$ cat src/rtl/blackjack_dealer_ctrl.sv
// Blackjack round sequencer: deals from the deck block, tracks both hands
// with ace handling, runs the player hit/stand turn and the dealer
// draw-to-17 turn, and reports the round outcome.
module blackjack_dealer_ctrl #(
    parameter int DECK_LAT          = 2,
    parameter bit DEALER_HIT_SOFT17 = 1'b0
) (
    input  logic       clk,
    input  logic       reset,
    input  logic       start,
    input  logic       hit,
    input  logic       stand,
    output logic       deck_req,
    output logic [1:0] deck_num,
    input  logic [3:0] deck_card1,
    input  logic [3:0] deck_card2,
    output logic [4:0] player_sum,
    output logic [4:0] dealer_sum,
    output logic       player_turn,
    output logic       busy,
    output logic       done,
    output logic [1:0] result,
    output logic       natural
);

    typedef enum logic [3:0] {
        S_IDLE        = 4'd0,
        S_DEAL_P      = 4'd1,
        S_DEAL_D      = 4'd2,
        S_CHECK_NAT   = 4'd3,
        S_PLAYER      = 4'd4,
        S_HIT_WAIT    = 4'd5,
        S_DEALER      = 4'd6,
        S_DEALER_WAIT = 4'd7,
        S_COMPARE     = 4'd8,
        S_RESULT      = 4'd9
    } state_t;

    localparam logic [2:0] LAT_INIT = 3'(DECK_LAT);

    // Rank to points: ace is a hard 1, court cards count 10.
    function automatic logic [5:0] card_val(input logic [3:0] rank);
        logic [5:0] v;
        case (rank)
            4'd1, 4'd2, 4'd3, 4'd4, 4'd5, 4'd6, 4'd7, 4'd8, 4'd9: v = {2'b00, rank};
            default: v = 6'd10;
        endcase
        return v;
    endfunction

    // Best total: promote one ace to 11 when that does not bust the hand.
    function automatic logic [4:0] best_of(input logic [5:0] hard, input logic ace);
        logic [5:0] b;
        if (ace && (hard <= 6'd11)) begin
            b = hard + 6'd10;
        end else begin
            b = hard;
        end
        return b[4:0];
    endfunction

    // States that own an outstanding deck transaction.
    function automatic logic is_wait(input state_t s);
        logic w;
        case (s)
            S_DEAL_P, S_DEAL_D, S_HIT_WAIT, S_DEALER_WAIT: w = 1'b1;
            default: w = 1'b0;
        endcase
        return w;
    endfunction

    state_t      state_r, state_nx_s;
    logic [2:0]  lat_cnt_r;
    logic        deck_req_r;
    logic [1:0]  deck_num_r;
    logic [5:0]  p_hard_r, p_hard_nx_s, d_hard_r, d_hard_nx_s;
    logic        p_ace_r, p_ace_nx_s, d_ace_r, d_ace_nx_s;
    logic [4:0]  player_sum_r, dealer_sum_r;
    logic        player_turn_r, busy_r, done_r, natural_r, natural_nx_s;
    logic [1:0]  result_r, result_nx_s;
    logic        start_ok_s, sample_s, issue_s, d_soft_s;
    logic [4:0]  p_best_s, d_best_s, p_best_nx_s, d_best_nx_s;
    logic        ace1_s, ace2_s;
    logic [5:0]  val1_s, val2_s;

    assign start_ok_s  = start && ((state_r == S_IDLE) || (state_r == S_RESULT));
    assign sample_s    = is_wait(state_r) && (lat_cnt_r == 3'd0);
    assign issue_s     = is_wait(state_nx_s) && (state_nx_s != state_r);
    assign val1_s      = card_val(deck_card1);
    assign val2_s      = card_val(deck_card2);
    assign ace1_s      = (deck_card1 == 4'd1);
    assign ace2_s      = (deck_card2 == 4'd1);
    assign p_best_s    = best_of(p_hard_r, p_ace_r);
    assign d_best_s    = best_of(d_hard_r, d_ace_r);
    assign p_best_nx_s = best_of(p_hard_nx_s, p_ace_nx_s);
    assign d_best_nx_s = best_of(d_hard_nx_s, d_ace_nx_s);
    assign d_soft_s    = d_ace_r && (d_hard_r <= 6'd11);

    // Hand accumulation: clear on an accepted start, add cards on the sample cycle.
    always_comb begin
        p_hard_nx_s = p_hard_r;
        p_ace_nx_s  = p_ace_r;
        d_hard_nx_s = d_hard_r;
        d_ace_nx_s  = d_ace_r;
        if (start_ok_s) begin
            p_hard_nx_s = 6'd0;
            p_ace_nx_s  = 1'b0;
            d_hard_nx_s = 6'd0;
            d_ace_nx_s  = 1'b0;
        end else if (sample_s) begin
            case (state_r)
                S_DEAL_P: begin
                    p_hard_nx_s = p_hard_r + val1_s + val2_s;
                    p_ace_nx_s  = p_ace_r | ace1_s | ace2_s;
                end
                S_DEAL_D: begin
                    d_hard_nx_s = d_hard_r + val1_s + val2_s;
                    d_ace_nx_s  = d_ace_r | ace1_s | ace2_s;
                end
                S_HIT_WAIT: begin
                    p_hard_nx_s = p_hard_r + val1_s;
                    p_ace_nx_s  = p_ace_r | ace1_s;
                end
                S_DEALER_WAIT: begin
                    d_hard_nx_s = d_hard_r + val1_s;
                    d_ace_nx_s  = d_ace_r | ace1_s;
                end
                default: begin
                    p_hard_nx_s = p_hard_r;
                    d_hard_nx_s = d_hard_r;
                end
            endcase
        end else begin
            p_hard_nx_s = p_hard_r;
            d_hard_nx_s = d_hard_r;
        end
    end

    // Round sequencing and outcome decisions.
    always_comb begin
        state_nx_s   = state_r;
        result_nx_s  = result_r;
        natural_nx_s = natural_r;
        case (state_r)
            S_IDLE: begin
                if (start) state_nx_s = S_DEAL_P;
                else       state_nx_s = state_r;
            end
            S_DEAL_P: begin
                if (sample_s) state_nx_s = S_DEAL_D;
                else          state_nx_s = state_r;
            end
            S_DEAL_D: begin
                if (sample_s) state_nx_s = S_CHECK_NAT;
                else          state_nx_s = state_r;
            end
            S_CHECK_NAT: begin
                if ((p_best_s == 5'd21) && (d_best_s == 5'd21)) begin
                    state_nx_s  = S_RESULT;
                    result_nx_s = 2'b11;
                end else if (p_best_s == 5'd21) begin
                    state_nx_s   = S_RESULT;
                    result_nx_s  = 2'b01;
                    natural_nx_s = 1'b1;
                end else if (d_best_s == 5'd21) begin
                    state_nx_s  = S_RESULT;
                    result_nx_s = 2'b10;
                end else begin
                    state_nx_s = S_PLAYER;
                end
            end
            S_PLAYER: begin
                // stand has priority over a simultaneous hit
                if (stand)    state_nx_s = S_DEALER;
                else if (hit) state_nx_s = S_HIT_WAIT;
                else          state_nx_s = state_r;
            end
            S_HIT_WAIT: begin
                if (!sample_s) begin
                    state_nx_s = state_r;
                end else if (p_best_nx_s > 5'd21) begin
                    state_nx_s  = S_RESULT;
                    result_nx_s = 2'b10;
                end else if (p_best_nx_s == 5'd21) begin
                    state_nx_s = S_DEALER;
                end else begin
                    state_nx_s = S_PLAYER;
                end
            end
            S_DEALER: begin
                if ((d_best_s < 5'd17) ||
                    ((d_best_s == 5'd17) && d_soft_s && DEALER_HIT_SOFT17)) begin
                    state_nx_s = S_DEALER_WAIT;
                end else begin
                    state_nx_s = S_COMPARE;
                end
            end
            S_DEALER_WAIT: begin
                if (sample_s) state_nx_s = S_DEALER;
                else          state_nx_s = state_r;
            end
            S_COMPARE: begin
                state_nx_s = S_RESULT;
                if (d_best_s > 5'd21)           result_nx_s = 2'b01;
                else if (p_best_s > d_best_s)   result_nx_s = 2'b01;
                else if (p_best_s < d_best_s)   result_nx_s = 2'b10;
                else                            result_nx_s = 2'b11;
            end
            S_RESULT: begin
                if (start) begin
                    state_nx_s   = S_DEAL_P;
                    result_nx_s  = 2'b00;
                    natural_nx_s = 1'b0;
                end else begin
                    state_nx_s = state_r;
                end
            end
            default: begin
                state_nx_s   = S_IDLE;
                result_nx_s  = 2'b00;
                natural_nx_s = 1'b0;
            end
        endcase
    end

    // State, hands, deck handshake and all outputs registered together.
    always_ff @(posedge clk) begin
        if (!reset) begin
            state_r       <= S_IDLE;
            lat_cnt_r     <= 3'd0;
            deck_req_r    <= 1'b0;
            deck_num_r    <= 2'd0;
            p_hard_r      <= 6'd0;
            p_ace_r       <= 1'b0;
            d_hard_r      <= 6'd0;
            d_ace_r       <= 1'b0;
            player_sum_r  <= 5'd0;
            dealer_sum_r  <= 5'd0;
            player_turn_r <= 1'b0;
            busy_r        <= 1'b0;
            done_r        <= 1'b0;
            result_r      <= 2'b00;
            natural_r     <= 1'b0;
        end else begin
            state_r       <= state_nx_s;
            p_hard_r      <= p_hard_nx_s;
            p_ace_r       <= p_ace_nx_s;
            d_hard_r      <= d_hard_nx_s;
            d_ace_r       <= d_ace_nx_s;
            player_sum_r  <= p_best_nx_s;
            dealer_sum_r  <= d_best_nx_s;
            result_r      <= result_nx_s;
            natural_r     <= natural_nx_s;
            player_turn_r <= (state_nx_s == S_PLAYER);
            busy_r        <= (state_nx_s != S_IDLE) && (state_nx_s != S_RESULT);
            done_r        <= (state_nx_s == S_RESULT);
            deck_req_r    <= issue_s;
            if (issue_s) begin
                deck_num_r <= ((state_nx_s == S_DEAL_P) || (state_nx_s == S_DEAL_D)) ? 2'd2 : 2'd1;
                lat_cnt_r  <= LAT_INIT;
            end else begin
                deck_num_r <= 2'd0;
                lat_cnt_r  <= (lat_cnt_r != 3'd0) ? (lat_cnt_r - 3'd1) : 3'd0;
            end
        end
    end

    assign deck_req    = deck_req_r;
    assign deck_num    = deck_num_r;
    assign player_sum  = player_sum_r;
    assign dealer_sum  = dealer_sum_r;
    assign player_turn = player_turn_r;
    assign busy        = busy_r;
    assign done        = done_r;
    assign result      = result_r;
    assign natural     = natural_r;

endmodule

$ cat config.mk
export PLATFORM = sky130hd
export DESIGN_NAME = blackjack_dealer_ctrl
export DESIGN_NICKNAME = d
export VERILOG_FILES = /design/src/rtl/blackjack_dealer_ctrl.sv
export SDC_FILE = /design/constraint.sdc
export NUM_CORES = 1
export LEC_CHECK = 0
export ABC_CLOCK_PERIOD_IN_PS = 15400
export CORE_ASPECT_RATIO = 1.75
export CORE_UTILIZATION = 35
export CTS_CLUSTER_DIAMETER = 100
export DETAILED_ROUTE_END_ITERATION = 16
export PLACE_DENSITY = 0.5
export REMOVE_ABC_BUFFERS = 1
export SLEW_MARGIN = 20
export SYNTH_ARGS = -nofsm -noshare
export SYNTH_HDL_FRONTEND = slang
export SYNTH_SLANG_ARGS = --single-unit
$ cat constraint.sdc
create_clock -name clk -period 15.4 [get_ports clk]
set_clock_uncertainty 0.15 [all_clocks]
set_input_delay 3.08 -clock clk [delete_from_list [all_inputs] [get_ports clk]]
set_output_delay 3.08 -clock clk [all_outputs]
set_load 0.02 [all_outputs]
# --- Word level (Yosys, flattened, before mapping) ---
# Index checks and enable logic that the tools add are counted.
classes:
  order_cmp: 9
  addsub: 9
  bitwise_logic: 8
  n_eq_ne: 44
  n_reduce_logical: 26
  mux: 51
op_table:
  columns: ["cell", "count"]
  rows:
  - ["$eq 4x3->1 const B", 15]
  - ["$mux 4", 14]
  - ["$pmux 4 s9", 1]
  - ["$eq 4x2->1 const B", 7]
  - ["$eq 4x4->1 const B", 7]
  - ["$le 6x4->1 const B", 4]
  - ["$mux 2", 12]
  - ["$mux 6", 4]
  - ["$pmux 6 s2", 2]
  - ["$add 5x4->5 const B", 4]
  - ["$mux 5", 4]
  - ["$reduce_or 9->1", 2]
  - ["$eq 4x1->1 const B", 4]
  - ["$eq 5x5->1 const B", 3]
  - ["$add 6x4->6", 2]
  - ["$add 6x6->6", 2]
  - ["$gt 5x5->1 const B", 2]
  - ["$mux 1", 10]
  - ["$ne 2x2->1 const B", 5]
  - ["$pmux 2 s5", 1]
  - ["$logic_and 1x1->1", 9]
  - ["$ne 4x4->1 const B", 2]
  - ["$reduce_or 4->1", 2]
  - ["$reduce_or 8->1", 1]
  - ["other kinds (20)", 28]
totals:
  out_inout_bits: 19
  register_bits: 40
  wordCells: 163
  inputBits: 13

# --- Longest topological paths before layout ---
logic_depth:
  word_depth: 21
  mapped_depth: 20
  depth_no_buf: 20

# --- Least setup slack after synthesis ---
# No wires, ideal clock.
synth_path:
  path_kind: "input to register"
  startpoint: "input port deck_card1[1]"
  endpoint: "register lat_cnt_r[1]"
  n_path_buf: 0
  setup_time_ns: 0.115
  path_stages: 19
  t_arrival_ns: 7.553
  setup_slack_ns: 7.582
  required_ns: 15.135
  path_cell_list: "or2_2 > a21boi_0 > ha_1 > inv_1 > fa_1 > xnor2_1 > xnor2_1 > ha_1 > nor2_1 > nor3b_1 > o31a_1 > a21oi_2 > a2111o_1 > or3_1 > o22a_2 > a211o_1 > or3_1 > and4_4 > o21a_1"
synth_via:
  elab_chain_cells: 21
  elab_cells_between_ends: 40
  classes_between: "add/sub: 3; order compare: 2; eq/ne: 15; mux: 14; bitwise: 2; reduce/logical: 4"
synth_rtl:
  columns: ["element", "line", "source"]
  rows:
  - ["start, declared", "15", "input logic [3:0] deck_card1,"]
  - ["$eq 4x1->1 (tied with other cells)", "44, 91", null]
  - ["$reduce_or 9->1", "44", "case (rank)"]
  - ["$mux 4", "44", null]
  - ["$add 6x4->6", "113, 121", null]
  - ["$add 6x6->6", "113", "p_hard_nx_s = p_hard_r + val1_s + val2_s;"]
  - ["$pmux 6 s2", "111", "case (state_r)"]
  - ["$mux 6", "110", "end else if (sample_s) begin"]
  - ["$mux 6", "105", "if (start_ok_s) begin"]
  - ["[5 not listed]", null, null]
  - ["$mux 4 (*)", "181", "end else if (p_best_nx_s > 5'd21) begin"]
  - ["$mux 4 (*)", "179", "if (!sample_s) begin"]
  - ["$pmux 4 s9 (*)", "144", "case (state_r)"]
  - ["$eq 4x1->1 (tied with other cells)", "65", "case (s)"]
  - ["$reduce_or 4->1", "65", null]
  - ["$mux 1", "65", null]
  - ["$logic_and 1x1->1 (*)", "88", "assign issue_s = is_wait(state_nx_s) && (state_nx_s != state_r);"]
  - ["$mux 2 (*)", "258", "if (issue_s) begin"]
  - ["end signal, assigned", "263", "lat_cnt_r <= (lat_cnt_r != 3'd0) ? (lat_cnt_r - 3'd1) : 3'd0;"]
  - ["end, declared", "73", "logic [2:0] lat_cnt_r;"]
# Mark *: on every way between the ends.
# A chain may end at the register's enable or synchronous reset.

# --- Worst setup path after layout ---
layout_path:
  startpoint: "input port deck_card1[2]"
  endpoint: "register lat_cnt_r[1]"
# The elaborated chain is that of the path after synthesis.

==> impl_metrics.env <==
export IMPL_track_usage_pct=19.1
export IMPL_period_needed_ns=8.51
export IMPL_switching_share_pct=43.6
export IMPL_firstDrtPassIters=4
export IMPL_io_pins=32
export IMPL_drive_above_1_share_pct=6.61
export IMPL_setup_viol=0
export IMPL_tightest_slew_ns=0.726
export IMPL_crit_arrival_ns=8.54
export IMPL_seq_area_frac_synth_pct=22.3
export IMPL_outcome="finished clean"
export IMPL_synth_edff_count=0
export IMPL_worst_ir_drop_vdd_mv=0.0916
export IMPL_final_antenna_net_count=0
export IMPL_dp_hpwl_um=7500
export IMPL_power_frac_seq_pct=24.4
export IMPL_initial_utilization_pct=36.0
export IMPL_fmax_mhz=118
export IMPL_postCtsResizedCells=0
export IMPL_clockBufferDepth=2
export IMPL_antenna_cells=0
export IMPL_p_leak_nw=1.52
export IMPL_synth_cell_types=70
export IMPL_die_w_um=76.6
export IMPL_port_buffer_count=31
export IMPL_netlist_instances=433
export IMPL_grt_pass1_wl_um=15200
export IMPL_hold_viol=0
export IMPL_nets=494
export IMPL_synth_avg_cell_area_sq_um=7.87
export IMPL_combPwrFrac_pct=56.2
export IMPL_cts_made_buffers=5
export IMPL_via_per_inst=5.35
export IMPL_fillers=968
export IMPL_rows=47
export IMPL_power_switching_uw=262
export IMPL_ys_warn_count=0
export IMPL_clk_pin_slew_ns=0.06
export IMPL_start_kind="primary input"
export IMPL_routabilityCongestion=0.882
export IMPL_die_height_um=132
export IMPL_period_share_pct=55.2
export IMPL_required_ns=15.43
export IMPL_drv_cap=0
export IMPL_grt_overflow=0
export IMPL_wl_per_cell_um=16.3
export IMPL_clk_latency_ns=0.29
export IMPL_critPathCaptureType="flip-flop"
export IMPL_synthArstFlopShare_pct=0
export IMPL_cts_root_buf="clkbuf_16"
export IMPL_area_delta_synth_final_pct=16.5
export IMPL_hold_path_class="flip-flop to flip-flop"
export IMPL_pre_cts_ws_ns=6.65
export IMPL_cts_sinks=38
export IMPL_rsz0062_at_grt="false"
export IMPL_drt_iter0_drc=86
export IMPL_core_sq_um=9470
export IMPL_drc=0
export IMPL_slew_viol_final=0
export IMPL_num_vias=3084
export IMPL_die_area_sq_um=10100
export IMPL_layout_area_seq_sq_um=761
export IMPL_p_int_uw=339
export IMPL_cellPowerDensity_nw_per_um2=151
export IMPL_cts_tree="built"
export IMPL_power_frac_clock_pct=19.4
export IMPL_routed_wl_um=9410
export IMPL_synth_area_sq_um=3410
export IMPL_grt_max_degree=25
export IMPL_ff2ff_setup_slack_ns=10.49
export IMPL_fin_area_sq_um=3970
export IMPL_placed_cell_area_sq_um=3800
export IMPL_max_slew_margin_pct=51.6
export IMPL_synth_seq_cells=38
export IMPL_antenna_found_initial=0
export IMPL_multi_input_area_sq_um=2460
export IMPL_ys_flop_type="dfxtp_1"
export IMPL_grt_pass1_vias=2981
export IMPL_cts_setup_buffers=0
export IMPL_ctsHoldBuffers=0
export IMPL_crit_fanout=6
export IMPL_setup_slack_ns=6.89
export IMPL_htree_levels=2
export IMPL_fin_tns_setup_ns=0
export IMPL_crit_type="primary input to flip-flop"
[layer usage]
metal | up-vias | track usage, % | wire length (um)
met5 | - | 0 | 0
met4 | 0 | 8.23 | 293
met3 | 19 | 2.34 | 231
met2 | 54 | 36.6 | 5040
met1 | 1416 | 20.5 | 3840
li1 | 1595 | - | -
[registers in the layout, indices dropped and copies added (netlist names), 2 cells and up]
name,flops
d_hard_r,6
p_hard_r,6
dealer_sum,4
player_sum,4
state_r,4
lat_cnt_r,3
deck_num,2
result,2
[cell usage after synthesis, types with 3 or more instances]
cell	number	area share, %
a211o_1	4	1.0
a22oi_1	5	1.1
and3_1	6	1.1
o21a_1	8	1.8
and2_1	9	1.7
a21o_1	4	0.88
o22ai_1	5	0.92
or3_1	4	0.73
xnor2_1	20	5.1
nor2_1	40	4.4
or3b_2	5	1.3
ha_1	24	8.8
buf_2	3	0.44
nor2b_1	21	3.9
dfxtp_1	38	22
xor2_1	5	1.3
a21boi_0	4	0.88
o21ai_0	18	2.6
nand2_1	33	3.6
inv_1	25	2.8
a21oi_1	25	3.7
o21bai_1	4	0.88
fa_1	4	2.4
nand2b_1	10	1.8
nor3b_1	3	0.66
nand3b_1	7	1.5
mux2i_1	5	1.5
clkbuf_1	16	1.8
a211oi_1	7	1.5
nand3_1	5	0.73
nor3_1	11	1.6
[worst paths after layout]
| path | start | endpoint | cells after the start |
|---|---|---|---|
| worst max-delay path | deck_card1[2] | lat_cnt_r[1] | 20 |
| worst min-delay path | lat_cnt_r[0] | lat_cnt_r[0] | 1 |
| worst max register to register | p_hard_r[0] | lat_cnt_r[1] | 17 |
| worst min register to register | lat_cnt_r[0] | lat_cnt_r[0] | 1 |
[cell usage in the layout (no fill, tap or decap), types with 11 or more instances in the layout]
| master | netlist | layout |
|---|---|---|
| nor2b_1 | 21 | 21 |
| ha_1 | 24 | 24 |
| nand2_1 | 33 | 33 |
| nor2_1 | 40 | 40 |
| dfxtp_1 | 38 | 38 |
| nor3_1 | 11 | 11 |
| o21ai_0 | 18 | 18 |
| inv_1 | 25 | 25 |
| a21oi_1 | 25 | 25 |
| xnor2_1 | 20 | 20 |
| clkdlybuf4s50_1 | 0 | 31 |
[logic make-up (layout without fill, tap and decap cells)]
family | Yosys count | after routing | share of synthesized area [%]
simple gates | 173 | 173 | 28.0
compound gates | 113 | 113 | 23.3
buf+inv | 46 | 67 | 5.40
flops | 38 | 38 | 22.3
fa+ha+maj | 31 | 31 | 12.1
xor+xnor | 25 | 25 | 6.43
mux | 7 | 7 | 2.46
[area by class of cell]
type	instances	area share, %
well taps	122	3.85
clock inverters	3	1.01
clock buffers	5	3.15
repair buffers	34	8.39
inverters	25	2.37
multi-input cells	349	62.1
flip-flops and latches	38	19.2
[power groups by stage]
stage / clock (mW) / sequential, mW / combinational, mW
3_3_place_gp: 0 / 0.149 / 0.337
3_5_place_dp: 0 / 0.149 / 0.338
4_1_cts: 0.121 / 0.147 / 0.341
2_1_floorplan: 0 / 0.151 / 0.235
6_report: 0.116 / 0.147 / 0.337
5_1_grt: 0.124 / 0.150 / 0.378
[metrics by stage]
stage          power [mW]  utilization, %  cells  hold WS [ns]
6_report            0.601            41.9    576         0.300
5_1_grt             0.652            41.9    576         0.314
4_1_cts             0.608            41.9    576         0.308
3_5_place_dp        0.487            40.1    568         0.298
3_3_place_gp        0.485            40.1    568         0.292
2_1_floorplan       0.386               -    412         0.272
[critical path, stage by stage]
cell	delay [ns]
clkdlybuf4s50_1	0.54
or2_2	0.35
a21boi_0	0.27
ha_1	0.22
inv_1	0.06
fa_1	0.41
xnor2_1	0.34
xnor2_1	0.11
ha_1	0.23
a211oi_1	0.25
o21ba_2	0.19
o31a_1	0.20
a21oi_2	0.09
a2111o_1	0.42
or3_1	0.38
o22a_2	0.25
a211o_1	0.37
or3_1	0.39
and4_4	0.22
o21a_1	0.18
Note: power is estimated with default switching activity, not from simulation.
